[src/rtl/switch_word_entry.sv]
// ---------------------------------------------------------------------------
// switch_word_entry
//
// Purpose:
//   Lets an operator key in a word one hex nibble at a time on the DE2
//   board. The nibble comes from switch[3:0]. Three active-low push buttons
//   control entry:
//     enter  - shift the current nibble into the word
//     clear  - wipe the word, or abort an offer that is still pending
//     commit - offer the assembled word to the processor
//   Each button is synchronized and debounced on its own, and only its
//   press (debounced 1->0 transition) has any effect. The word under
//   construction is shown live on data_out for the hex display. A committed
//   word is held on data_out with word_valid=1 until the consumer raises
//   word_ready, or until clear aborts the offer.
//
// Parameters:
//   DEBOUNCE_CYCLES  cycles a synchronized button level must persist before
//                    it is accepted (>= 1)
//   NIBBLES          nibbles per word, 1..15 (nibble_count is 4 bits)
//
// Ports:
//   clk               system clock, rising edge
//   ProcessorReset_L  asynchronous reset, active-low
//   nibble_in  [3:0]  hex digit to enter
//   enter_L           raw enter button, active-low
//   clear_L           raw clear button, active-low
//   commit_L          raw commit button, active-low
//   word_ready        consumer accepts data_out while word_valid=1
//   data_out   [4*NIBBLES-1:0]  assembled word, registered
//   nibble_count [3:0]          nibbles entered, saturates at NIBBLES
//   word_valid                  word offered, registered
//
// Configuration:
//   AUTO_COMMIT_EN  when defined, the enter press that fills the word
//                   offers it immediately, with no commit press needed.
//                   When undefined, only commit starts an offer.
// ---------------------------------------------------------------------------
module switch_word_entry #(
  parameter int DEBOUNCE_CYCLES = 500000,
  parameter int NIBBLES         = 8
) (
  input  logic                   clk,
  input  logic                   ProcessorReset_L,
  input  logic [3:0]             nibble_in,
  input  logic                   enter_L,
  input  logic                   clear_L,
  input  logic                   commit_L,
  input  logic                   word_ready,
  output logic [4*NIBBLES-1:0]   data_out,
  output logic [3:0]             nibble_count,
  output logic                   word_valid
);

  localparam int CNT_W = $clog2(DEBOUNCE_CYCLES + 1);

  // The counter value that, when incremented, reaches DEBOUNCE_CYCLES.
  // The new level is accepted on that edge.
  localparam logic [CNT_W-1:0] CNT_LAST = CNT_W'(DEBOUNCE_CYCLES - 1);

  localparam logic [3:0] FULL_COUNT = 4'(NIBBLES);

  localparam logic [0:0] ST_ENTRY   = 1'b0;
  localparam logic [0:0] ST_PENDING = 1'b1;

  // Button bit order: 0 = enter, 1 = clear, 2 = commit
  logic [2:0] raw_buttons;
  logic [2:0] press;

  assign raw_buttons = {commit_L, clear_L, enter_L};

  // -------------------------------------------------------------------------
  // Button conditioning, one identical channel per button.
  // A 2-flop synchronizer feeds a counter. The counter runs while the
  // synchronized level disagrees with the accepted (debounced) level, and
  // any agreement restarts it, so a bouncing contact never gets through.
  // The press pulse is registered on the same edge that the debounced
  // level falls, so it lasts exactly one cycle. Releases make no pulse.
  // -------------------------------------------------------------------------
  for (genvar b = 0; b < 3; b++) begin : g_button
    logic             sync_a;
    logic             sync_b;
    logic             debounced;
    logic [CNT_W-1:0] db_count;
    logic             press_q;

    always_ff @(posedge clk or negedge ProcessorReset_L) begin
      if (!ProcessorReset_L) begin
        sync_a    <= 1'b1;
        sync_b    <= 1'b1;
        debounced <= 1'b1;
        db_count  <= '0;
        press_q   <= 1'b0;
      end else begin
        sync_a  <= raw_buttons[b];
        sync_b  <= sync_a;
        press_q <= 1'b0;
        if (sync_b == debounced) begin
          db_count <= '0;
        end else if (db_count == CNT_LAST) begin
          debounced <= sync_b;
          db_count  <= '0;
          press_q   <= ~sync_b;
        end else begin
          db_count <= db_count + 1'b1;
        end
      end
    end

    assign press[b] = press_q;
  end

  logic enter_press;
  logic clear_press;
  logic commit_press;

  assign enter_press  = press[0];
  assign clear_press  = press[1];
  assign commit_press = press[2];

  // -------------------------------------------------------------------------
  // Next word value for an enter press. The new nibble goes in at the bottom.
  // Once the word is full, the oldest nibble falls off the top. A one-nibble
  // word simply takes the new digit.
  // -------------------------------------------------------------------------
  logic [4*NIBBLES-1:0] shifted_word;

  if (NIBBLES == 1) begin : g_shift_single
    assign shifted_word = nibble_in;
  end else begin : g_shift_multi
    assign shifted_word = {data_out[4*NIBBLES-5:0], nibble_in};
  end

  // The nibble count saturates once the word is full. Further entries keep
  // shifting, but the count stays at NIBBLES.
  logic [3:0] count_inc;

  always_comb begin
    count_inc = nibble_count;
    if (nibble_count != FULL_COUNT) begin
      count_inc = nibble_count + 4'd1;
    end
  end

  // -------------------------------------------------------------------------
  // Entry / handshake FSM.
  // ENTRY builds the word. When several presses arrive in the same cycle,
  // clear wins over commit, and commit wins over enter. An empty word is
  // never offered.
  // PENDING freezes data_out and holds word_valid high until the consumer
  // takes the word or clear aborts the offer. Both exits leave the same
  // empty state behind, so a clear that coincides with word_ready counts as
  // a single completed transfer. enter and commit are ignored while pending.
  // -------------------------------------------------------------------------
  logic [0:0] state;

  always_ff @(posedge clk or negedge ProcessorReset_L) begin
    if (!ProcessorReset_L) begin
      state        <= ST_ENTRY;
      data_out     <= '0;
      nibble_count <= '0;
      word_valid   <= 1'b0;
    end else begin
      case (state)
        ST_ENTRY: begin
          if (clear_press) begin
            data_out     <= '0;
            nibble_count <= '0;
          end else if (commit_press) begin
            if (nibble_count != 4'd0) begin
              state      <= ST_PENDING;
              word_valid <= 1'b1;
            end
          end else if (enter_press) begin
            data_out     <= shifted_word;
            nibble_count <= count_inc;
`ifdef AUTO_COMMIT_EN
            if (nibble_count == FULL_COUNT - 4'd1) begin
              state      <= ST_PENDING;
              word_valid <= 1'b1;
            end
`else
            // A full word waits in ENTRY for an explicit commit.
`endif
          end
        end

        ST_PENDING: begin
          if (word_ready || clear_press) begin
            state        <= ST_ENTRY;
            word_valid   <= 1'b0;
            data_out     <= '0;
            nibble_count <= '0;
          end
        end

        default: begin
          state        <= ST_ENTRY;
          word_valid   <= 1'b0;
          data_out     <= '0;
          nibble_count <= '0;
        end
      endcase
    end
  end

endmodule

[config.mk]
export PLATFORM = sky130hd
export DESIGN_NAME = switch_word_entry
export DESIGN_NICKNAME = d
export VERILOG_FILES = /design/src/rtl/switch_word_entry.sv
export SDC_FILE = /design/constraint.sdc
export NUM_CORES = 1
export LEC_CHECK = 0
export ABC_AREA = 1
export CAP_MARGIN = 20
export CORE_AREA = 3 3 109 137
export DETAILED_ROUTE_END_ITERATION = 10
export DIE_AREA = 0 0 112 140
export GPL_TIMING_DRIVEN = 0
export PLACE_DENSITY = 0.63
export SLEW_MARGIN = 20
export SYNTH_ARGS = -nofsm -noshare
export SYNTH_HDL_FRONTEND = slang
export SYNTH_SLANG_ARGS = --single-unit
[constraint.sdc]
create_clock -name clk -period 1.9 [get_ports clk]
set_clock_uncertainty 0.1 [all_clocks]
set_input_delay 0.19 -clock clk [delete_from_list [all_inputs] [get_ports clk]]
set_output_delay 0.19 -clock clk [all_outputs]
set_load 0.01 [all_outputs]
* Word level (Yosys, flattened, before mapping) *
Index checks and enable logic that the tools add are counted.

word-level totals
  register bits = 107
  input port bits = 10
  word-level logic and storage cells = 85

operators by class
  add/subtract/negate cells = 4
  eq/ne operators = 14
  mux-type cells = 33
  bitwise logic cells = 7
  reduce and logical (&&, ||, !) cells = 8

operators by type and width
  operator                 count
  $mux W32                 4
  $mux W19                 6
  $pmux W32 S2             1
  $add A19 B1 Y19 const B  3
  $eq A19 B19 Y1 const B   3
  $mux W4                  5
  $mux W1                  14
  $ne A3 B3 Y1 const B     3
  $pmux W4 S2              1
  $reduce_and A4 Y1        2
  $not A1 Y1               7
  $ne A2 B2 Y1 const B     3
  $reduce_and A2 Y1        3
  $add A4 B1 Y4 const B    1
  $ne A4 B4 Y1 const B     1
  $pmux W1 S2              2
  $reduce_bool A4 Y1       1
  $eq A1 B1 Y1             3
  $reduce_and A3 Y1        1
  $ne A2 B1 Y1 const B     1
  $logic_or A1 B1 Y1       1

* Depth between registers and ports, before layout *
Gate-level depths: netlist of the first run.

  depth after elaboration = 6
  gate-level depth with buffers = 9
  depth with buffers taken out = 9

* Worst setup path after synthesis of the first run *
OpenSTA, ideal clock, no wires.

  kind = reg2reg
  start point = register g_button[2].db_count[0]
  end point = register g_button[2].db_count[16]
  setup time = 0.122 ns
  data arrival time = 1.169 ns
  slack = 0.509 ns
  cell stages (with the launch flop) = 9
  period minus slack after synthesis = 1.391 ns
  path through = dfrtp_1 > ha_1 > nand2_1 > nor2_2 > nand2_2 > nor2_4 > inv_2 > nor3_1 > nor2_1

between the ends
  word-level cells in the longest chain between the ends = 3
  elaborated cells on any way between the ends = 4

ends and longest elaborated chain
  item                                               line      source
  from (decl)                                        84        logic [CNT_W-1:0] db_count;
  from (signal assigned)                             105       db_count <= db_count + 1'b1;
  $add A19 B1 Y19 or $eq A19 B19 Y1 (tied branches)  105, 100
  $mux W19 *                                         100       end else if (db_count == CNT_LAST) begin
  $mux W19 *                                         98        if (sync_b == debounced) begin

Every way passes the cells marked *; elsewhere a longest branch is shown, timed or not.
A chain may end at the register's enable or synchronous reset.

* Final worst setup path of the first run *
  start point = register nibble_count[0]
  end point = output port nibble_count[0]

RTL lines
  item                    line  source
  from (decl)             51    output logic [3:0] nibble_count,
  from (signal assigned)  176   nibble_count <= count_inc;

No word-level cell between the ends.

==> run metrics, run 1 <==
Setup crit end kind primary output; antenna cell count 0; crit path launch type flop; Pre-antenna DRT Iters 5; Final WS setup 0.224 ns; Tmin final 1.68 ns; routed wire length per instance 13.0 um; RR Endpoint g_button[2].db_count[17]$_DFF_PN0_; Final #Nets 747; commonest non-fill, non-tap cell in the layout nor2_1; Vert. Die Dim 140 um; cells on worst reg2reg path 6; slowest stage delay, CP 0.59 ns; core area 13,800 sq um; Hold Crit Class in -> reg; Clock Path Buffers 2; WP buf/inv 1; maximum VDD drop 402 uV; fin cells 912; Ys Warns 0; slowest stage cell, crit path clkdlybuf4s50_1; multi-input logic area 2370 sq um; Area Overhead vs Synth 18.5%; gr ovfl total 0; Hold Path Cell Cnt 1; Post-synth EDFFs 0; worst path required time 1.61 ns; Port Buffers 46; commonest non-fill, non-tap cells in the layout nor2_1, nand2_1, dfrtp_1; Clk pin slew, worst setup/hold paths 0.07 ns; final WL 11.9 mm; largest net degree at the start of global routing 66; TritonCTS clock tree yes; hold_sp clear_L; Vias 4,454; first-pass GRT wire length 21.1 mm; die extent in x 112 um; antenna-violating nets left 0; RSZ-0062 raised after global routing no; final period utilization 88.2%; #FFs+latches synth 107; Inst Count DP 895; Final Hold Vio Count 0; Filler cells 1,367; GRT Util Overall 16.2%; Starting Density 39.6%; initial antenna violation count 0; clk_lat worst skew 0.35 ns; # clock sinks 107; CTS root buffer clkbuf_16; P_leak 2.81 nW; Cell Chain, Critical Path clkdlybuf4s50_1; die area 15,700 sq um; CTS buffer count 9; FF/Latch Area 2690 sq um; row count 48; total negative setup slack 0 ns; share of cells above drive strength 1 11.8%; arrival time worst endpoint 1.39 ns; Synth Flop Type dfrtp_1; sequential element share of the synthesized area 49.3%; Post-Syn Instances 673; Detail Placement HPWL 8.82 mm; library cells used by synthesis 34; critical-path maximum fanout 5; Residual DRC 0; internal reg-to-reg setup slack 0.25 ns; final setup fails 0; postcts setup bufs 0; delay-heaviest family, CP buffers and inverters; 1st-iter DRT viols 268; gpl congestion 0.900; drt via density 4.88; Clock H-tree levels 3; Worst Hold End g_button[1].sync_a$_DFF_PN1_; # Max-Cap Violations 0; Max Clk Rate 597 MHz; Async SR Flop Fraction 100%; pre-CTS WS 0.216 ns; synthesized area 5450 sq um; PwrDens 734 nW/um^2; WS Path Type reg -> out; vias in the first global route 4,492; syn nets 688; reg2reg start g_button[2].db_count[0]$_DFF_PN0_; status completed; worst rel slew slack 60.6%; worst-margin pin slew 0.591 ns; I/O Pins 47; Avg Cell Area, Syn 8.10 sq um; Slew Viols, Final 0
-- report_power, final --
group / internal (mW) / switching (mW)
clock network: 0.930 / 0.943
logic: 0.208 / 0.211
registers: 2.38 / 0.0721
total: 3.51 / 1.23
-- cells in the mapped netlist, types with 2 or more instances --
library cell  number  area share [%]
xor2_1            19             3.1
o21bai_1           3            0.41
nor2_4             3            0.62
o21ai_1           23             2.1
nor3b_2            3            0.69
o21ai_0            7            0.64
xnor2_1            6            0.96
nand3b_1           2            0.28
ha_1               5             1.1
dfrtp_1           98              45
nand4_1           11             1.3
nand2_1          124             8.5
xor2_2             3            0.89
nand3_2            2            0.37
dfstp_2            9             4.3
buf_2             12             1.1
o31ai_1           16             2.2
nor2_2            17             2.0
nand2_2            9             1.0
nor3_1             8            0.73
inv_1             81             5.6
inv_2              7            0.48
a21oi_1           10            0.92
nand3_1           58             5.3
nand2_4            2            0.41
nor2_1           127             8.7
-- worst max-delay path by stage --
stage                                                  from                                  to  slack (ns)  cells past startpoint
final                           nibble_count[0]$_DFFE_PN0P_                     nibble_count[0]        0.22                      1
after global routing      g_button[2].db_count[0]$_DFF_PN0_   g_button[2].db_count[8]$_DFF_PN0_        0.11                      6
after CTS                       nibble_count[0]$_DFFE_PN0P_                     nibble_count[0]        0.21                      1
after detailed placement                         word_ready            data_out[27]$_DFFE_PN0P_        0.22                      8
after global placement                     ProcessorReset_L  g_button[0].db_count[16]$_DFF_PN0_       -3.54                      1
after floorplan           g_button[2].db_count[0]$_DFF_PN0_  g_button[2].db_count[16]$_DFF_PN0_        0.51                      8
-- state kept, by name, summed over array words and instances, names as in the netlist, 3 cells and up --
signal	count
data_out	32
g_button.db_count	57
g_button.debounced	3
g_button.sync_a	3
g_button.sync_b	3
nibble_count	4
-- cell families after synthesis --
kind of cell,Yosys count,share of synthesized area [%]
flops,107,49.3
fa+ha+maj,5,1.15
compound gates,61,6.59
xor+xnor,28,4.91
simple gates,371,30.8
buf+inv,101,7.23
-- per-layer routing --
layer	track usage (%)	vias to the layer above	wire (um)
met5	0	-	0
met4	7.03	0	247
met3	2.59	18	411
met2	27.1	84	5710
met1	20.8	2114	5510
li1	-	2238	-
-- through the flow --
step	hold WS [ns]	area (sq um)	total power, mW	util [%]
floorplan	-0.206	5450	2.65	-
global placement	0.246	6130	2.90	44.6
detailed placement	0.123	6150	2.92	44.7
CTS	0.125	6460	4.81	47.0
global route	0.147	6460	4.96	47.0
finish	0.142	6460	4.74	47.0
-- final cells by class --
| type | instances | share of cell area, % |
|---|---|---|
| sequential | 107 | 41.6 |
| tap | 175 | 3.39 |
| multi-input combinational | 465 | 36.7 |
| buffer | 13 | 0.988 |
| clock buffer | 9 | 3.49 |
| clock inverter | 7 | 1.12 |
| timing repair buffer | 48 | 7.61 |
| inverter | 88 | 5.11 |
-- timing repair --
item                      4_1_cts  5_1_grt
hold endpoints to repair       58        0
resized for setup               0        0
hold buffers                    1        0
Power figures use the tool's default switching activity.
==> inputs of run 2 (changes only) <==
SETUP_SLACK_MARGIN = 0.2   (was default)
clock period = 1.8 ns   (was 1.9 ns; I/O delays follow)
==> run 2 against run 1 <==
Global-route usage rose by 0.073 points. Final cell count grew 0.44%. Via count is 1.1% higher. Final area grew 2.2%. Critical path type unchanged. Total power is 5.8% higher. Clock power grew 6%. Register-to-register slack hardly changed. Wire length up 1.6%. Utilization grew 1.0 points. Combinational power rose by 9.3%.
==> run metrics, run 2 (same netlist as run 1, synthesis figures left out) <==
core area 13,800 sq um (unchanged); die extent in x 112 um (unchanged); P_leak 3.05 nW (+8.7%); antenna cell count 0 (unchanged); crit path launch type flop; # clock sinks 107 (unchanged); slowest stage delay, CP 0.55 ns (-0.04 ns); largest registers g_button.db_count x57, data_out x32, nibble_count x4; delay-heaviest family, CP buffers and inverters; Finished Cell Area 6610 sq um (+2.2%); vias in the first global route 4,522 (+0.67%); Area Overhead vs Synth 21.1%; minimum hold slack 0.131 ns (-0.0113 ns); status completed; CTS buffer count 9 (unchanged); Power Total 5.01 mW (+5.8%); GRT Util Overall 16.3% (+0.073 points); CTS root buffer clkbuf_16; largest net degree at the start of global routing 66 (unchanged); worst path required time 1.52 ns (-0.09 ns); WP buf/inv 1 (unchanged); first-pass GRT wire length 21.2 mm (+0.43%); Clock H-tree levels 3 (unchanged); Hold Crit Class in -> reg; die area 15,700 sq um (unchanged); PwrDens 759 nW/um^2 (+3.5%); gpl congestion 0.900 (unchanged); row count 48 (unchanged); gr ovfl total 0 (unchanged); final WL 12.1 mm (+1.6%); Residual DRC 0 (unchanged); drt via density 4.91 (+0.61%); arrival time worst endpoint 1.28 ns (-0.11 ns); maximum VDD drop 429 uV (+6.7%); Max Clk Rate 640 MHz; commonest non-fill, non-tap cell in the layout nor2_1; critical-path maximum fanout 2 (-3); final period utilization 86.9%; Detail Placement HPWL 8.82 mm (unchanged); max reg flops 57 (unchanged); Setup crit end kind primary output; placed cell area 6150 sq um (unchanged); Final Hold Vio Count 0 (unchanged); Cell Chain, Critical Path clkdlybuf4s50_1; Port Buffers 46 (unchanged); WS Path Type reg -> out; Pre-antenna DRT Iters 4 (-1); Tmin final 1.56 ns; final setup fails 0 (unchanged); largest reg by FF count g_button.db_count; TritonCTS clock tree yes; Clk pin slew, worst setup/hold paths 0.08 ns (about the same); Starting Density 39.6% (unchanged); worst rel slew slack 60.6% (about the same); clk_lat worst skew 0.35 ns (about the same); Clock Path Buffers 2 (unchanged); total negative setup slack 0 ns (unchanged); Final #Nets 751 (+0.54%); share of cells above drive strength 1 14.6% (+2.8 points); 1st-iter DRT viols 251 (-6.3%); worst-margin pin slew 0.591 ns (-0.000535 ns); I/O Pins 47 (unchanged); commonest non-fill, non-tap cells in the layout nor2_1, nand2_1, dfrtp_1; slowest stage cell, crit path clkdlybuf4s50_1; RSZ-0062 raised after global routing yes; antenna-violating nets left 0 (unchanged); Vias 4,501 (+1.1%); # Max-Cap Violations 0 (unchanged); Slew Viols, Final 0 (unchanged); routed wire length per instance 13.2 um (+1.2%); internal reg-to-reg setup slack 0.26 ns (about the same); initial antenna violation count 0 (unchanged); utilization after layout 48.0% (+1.0 points); Vert. Die Dim 140 um (unchanged)
-- run 2: where the power goes --
| part | switching, mW | leakage (nW) | internal [mW] | total (mW) |
|---|---|---|---|---|
| clock network | 0.994 | 0.143 | 0.981 | 1.98 |
| logic | 0.236 | 1.48 | 0.222 | 0.458 |
| registers | 0.0719 | 1.42 | 2.51 | 2.58 |
| total | 1.30 | 3.05 | 3.71 | 5.01 |
-- run 2: area by class of cell --
cell class	count	area, sq um
Sequential cell	107	2690
Inverter	88	330
Clock buffer	9	225
Tap cell	175	219
Buffer	13	66.3
Clock inverter	7	72.6
Timing Repair Buffer	52	547
Fill cell	1361	7150
Multi-Input combinational cell	465	2450
-- run 2: stage by stage --
step           instances  worst slack, ns
6_report             916            0.236
5_1_grt              916            0.162
4_1_cts              915            0.202
3_5_place_dp         895            0.126
3_3_place_gp         894            -3.63
2_1_floorplan        673            0.409
-- run 2: path summary, 6_finish.rpt --
check | start | end | depth (start not counted)
min reg2reg | g_button[0].sync_a$_DFF_PN1_ | g_button[0].sync_b$_DFF_PN1_ | 0
min | clear_L | g_button[1].sync_a$_DFF_PN1_ | 1
max | data_out[3]$_DFFE_PN0P_ | data_out[3] | 1
max reg2reg | g_button[0].sync_b$_DFF_PN1_ | g_button[0].db_count[2]$_DFF_PN0_ | 4
max in group asynchronous | ProcessorReset_L | g_button[1].sync_a$_DFF_PN1_ | 3
min in group asynchronous | ProcessorReset_L | data_out[24]$_DFFE_PN0P_ | 2
-- run 2: timing repair --
item | 4_1_cts | 5_1_grt
pin swaps | 0 | 4
gates cloned | 0 | 0
endpoints found under the hold margin | 58 | 0
hold buffers | 1 | 0
setup endpoints to repair | 15 | 51
buffers inserted | 3 | 1
gates resized for setup | 7 | 37
-- run 2: routing by layer --
metal	routed length (um)	part of all wire [%]	up-vias	track usage (%)
met5	0	0	-	0
met4	257	2.1	0	7.03
met3	401	3.3	17	2.59
met2	5850	48	91	27.3
met1	5560	46	2148	20.9
li1	-	-	2245	-
==> inputs of run 3 (changes only) <==
CORE_AREA = 2 2 108 136   (was 3 3 109 137)
DIE_AREA = 0 0 110 138   (was 0 0 112 140)
REMOVE_ABC_BUFFERS = 1   (was default)
==> run 3 against run 2 <==
Maximum frequency up 0.76%. Total power up 1.3%. Clock power up 4%. Global-route usage up 0.093 points. Sequential power about the same. Utilization down 1.2 points. Final cell count down 0.76%. Largest cell class unchanged.
==> run metrics, run 3 (same netlist as run 1, synthesis figures left out) <==
status completed; multi-input logic area 2460 sq um (+0.26%); Psw 1.15 mW (-12%); met3 GRT Util 3.16% (+0.57 points); gr ovfl total 0 (unchanged); max reg flops 57 (unchanged); final period utilization 86.2% (-0.66 points); CTS root buffer clkbuf_16; commonest non-fill, non-tap cell in the layout nor2_1; 1st-iter DRT viols 312 (+24%); maximum VDD drop 535 uV (+25%); # Max-Cap Violations 0 (unchanged); Logic pwr share 8.9% (-0.2 points); Residual DRC 0 (unchanged); GRT Util Overall 16.4% (+0.093 points); vias in the first global route 4,403 (-2.6%); routed wire length per instance 13.1 um (-0.87%); drt via density 4.94 (+0.43%); Port Buffers 46 (unchanged); worst-margin pin slew 0.565 ns (-0.0253 ns); Reg power frac 50.7% (-0.8 points); final setup fails 0 (unchanged); cells on worst reg2reg path 3 (-1); largest net degree at the start of global routing 59 (-11%); worst path required time 1.52 ns (about the same); WP buf/inv 1 (unchanged); FF/Latch Area 2690 sq um (+0.14%); fin cells 909 (-0.76%); GR Util met1 21.3% (+0.35 points); crit path to data_out[13]; Detail Placement HPWL 8.10 mm (-8.1%); Pre-antenna DRT Iters 5 (+1); Clk pin slew, worst setup/hold paths 0.07 ns (about the same); # clock sinks 107 (unchanged); RR Endpoint g_button[0].db_count[7]$_DFF_PN0_; Cell Chain, Critical Path clkdlybuf4s50_1; Tmin final 1.55 ns (-0.0118 ns); worst rel slew slack 62.3% (+1.6 points); delay-heaviest family, CP buffers and inverters; Clock Path Buffers 2 (unchanged); internal power 3.93 mW (+5.9%); Slew Viols, Final 0 (unchanged); RSZ-0062 raised after global routing no; crit path launch type flop; Starting Density 38.8% (-0.81 points); I/O Pins 47 (unchanged); Max Clk Rate 644 MHz (+0.76%); antenna cell count 0 (unchanged); Filler cells 1,326 (-2.6%); clock share of power 40.4% (+1.0 points); largest reg by FF count g_button.db_count; commonest non-fill, non-tap cells in the layout nor2_1, nand2_1, dfrtp_1; internal reg-to-reg setup slack 0.29 ns (+0.03 ns); clk_lat worst skew 0.34 ns (about the same); Hold Path Cell Cnt 1 (unchanged); GR peak layer met2; Final #Nets 741 (-1.3%); die extent in x 110 um (-1.8%); core area 14,000 sq um (+2.1%); slowest stage delay, CP 0.55 ns (about the same); antenna-violating nets left 0 (unchanged); Area Overhead vs Synth 20.7%; TritonCTS clock tree yes; largest registers g_button.db_count x57, data_out x32, nibble_count x4; critical-path maximum fanout 3 (+1); first-pass GRT wire length 20.2 mm (-4.5%); Setup crit start data_out[13]$_DFFE_PN0P_; Final Hold Vio Count 0 (unchanged); Hold Crit Class in -> reg; final WL 11.9 mm (-1.6%); total negative setup slack 0 ns (unchanged); arrival time worst endpoint 1.27 ns (about the same); WP depth 1 (unchanged); row count 49 (+2.1%); P_leak 2.88 nW (-5.7%); gpl congestion 0.870 (-3.4%); CTS buffer count 9 (unchanged); Vert. Die Dim 138 um (-1.4%); share of cells above drive strength 1 13.3% (-1.3 points); Sw Ratio 22.7% (-3.3 points); Clock H-tree levels 3 (unchanged); die area 15,200 sq um (-3.2%); PwrDens 772 nW/um^2 (+1.8%); Setup crit end kind primary output; Vias 4,486 (-0.33%); Inst Count DP 885 (-1.1%); Power Total 5.08 mW (+1.3%); slowest stage cell, crit path clkdlybuf4s50_1; WS Path Type reg -> out; initial antenna violation count 0 (unchanged); GR Layer Usage met2 26.8% (-0.49 points); reg2reg start g_button[0].sync_b$_DFF_PN1_
run 3: stage by stage:
stage	worst slack, ns	util, %	hold WS [ns]	instance area [sq um]
finish	0.248	46.9	0.149	6580
global route	0.199	46.9	0.143	6580
CTS	0.206	46.3	0.137	6500
detailed placement	-1.07	43.5	0.0544	6100
global placement	-3.48	43.2	0.247	6070
floorplan	-0.397	-	-0.216	5390
run 3: cell type report:
class	instances	share of cell area, %
clock buffers	13	4.11
clock inverters	3	0.685
inverters	88	5.14
multi-input cells	467	37.4
flip-flops and latches	107	40.9
well taps	178	3.39
repair buffers	53	8.33
run 3: worst min path at each step:
stage	end	startpoint	slack (ns)
floorplan	clear_press$_DFF_PN0_	ProcessorReset_L	-0.22
global placement	g_button[0].sync_b$_DFF_PN1_	g_button[0].sync_a$_DFF_PN1_	0.25
detailed placement	g_button[1].db_count[9]$_DFF_PN0_	ProcessorReset_L	0.05
CTS	g_button[0].sync_a$_DFF_PN1_	enter_L	0.14
global route	g_button[1].sync_a$_DFF_PN1_	clear_L	0.14
finish	g_button[1].sync_a$_DFF_PN1_	clear_L	0.15
run 3: repair_timing:
| action | CTS | global route |
|---|---|---|
| gates cloned | 2 | 0 |
| setup endpoints to repair | 48 | 52 |
| pin swaps | 2 | 0 |
| hold endpoints to repair | 40 | 0 |
| hold buffers | 1 | 0 |
| setup buffers | 5 | 0 |
| resized for setup | 10 | 24 |
run 3: power groups by stage:
stage	registers (mW)	clock network (mW)	logic [mW]
floorplan	2.65	0	0.139
global placement	2.63	0	0.428
detailed placement	2.63	0	0.446
CTS	2.58	2.12	0.461
global route	2.59	2.21	0.507
finish	2.58	2.05	0.452
run 3: per-layer routing:
| metal | routed length (um) | share of wire, % | up-vias |
|---|---|---|---|
| met2 | 5930 | 50 | 116 |
| li1 | - | - | 2237 |
| met1 | 5250 | 44 | 2117 |
| met5 | 0 | 0 | - |
| met3 | 464 | 3.9 | 16 |
| met4 | 228 | 1.9 | 0 |
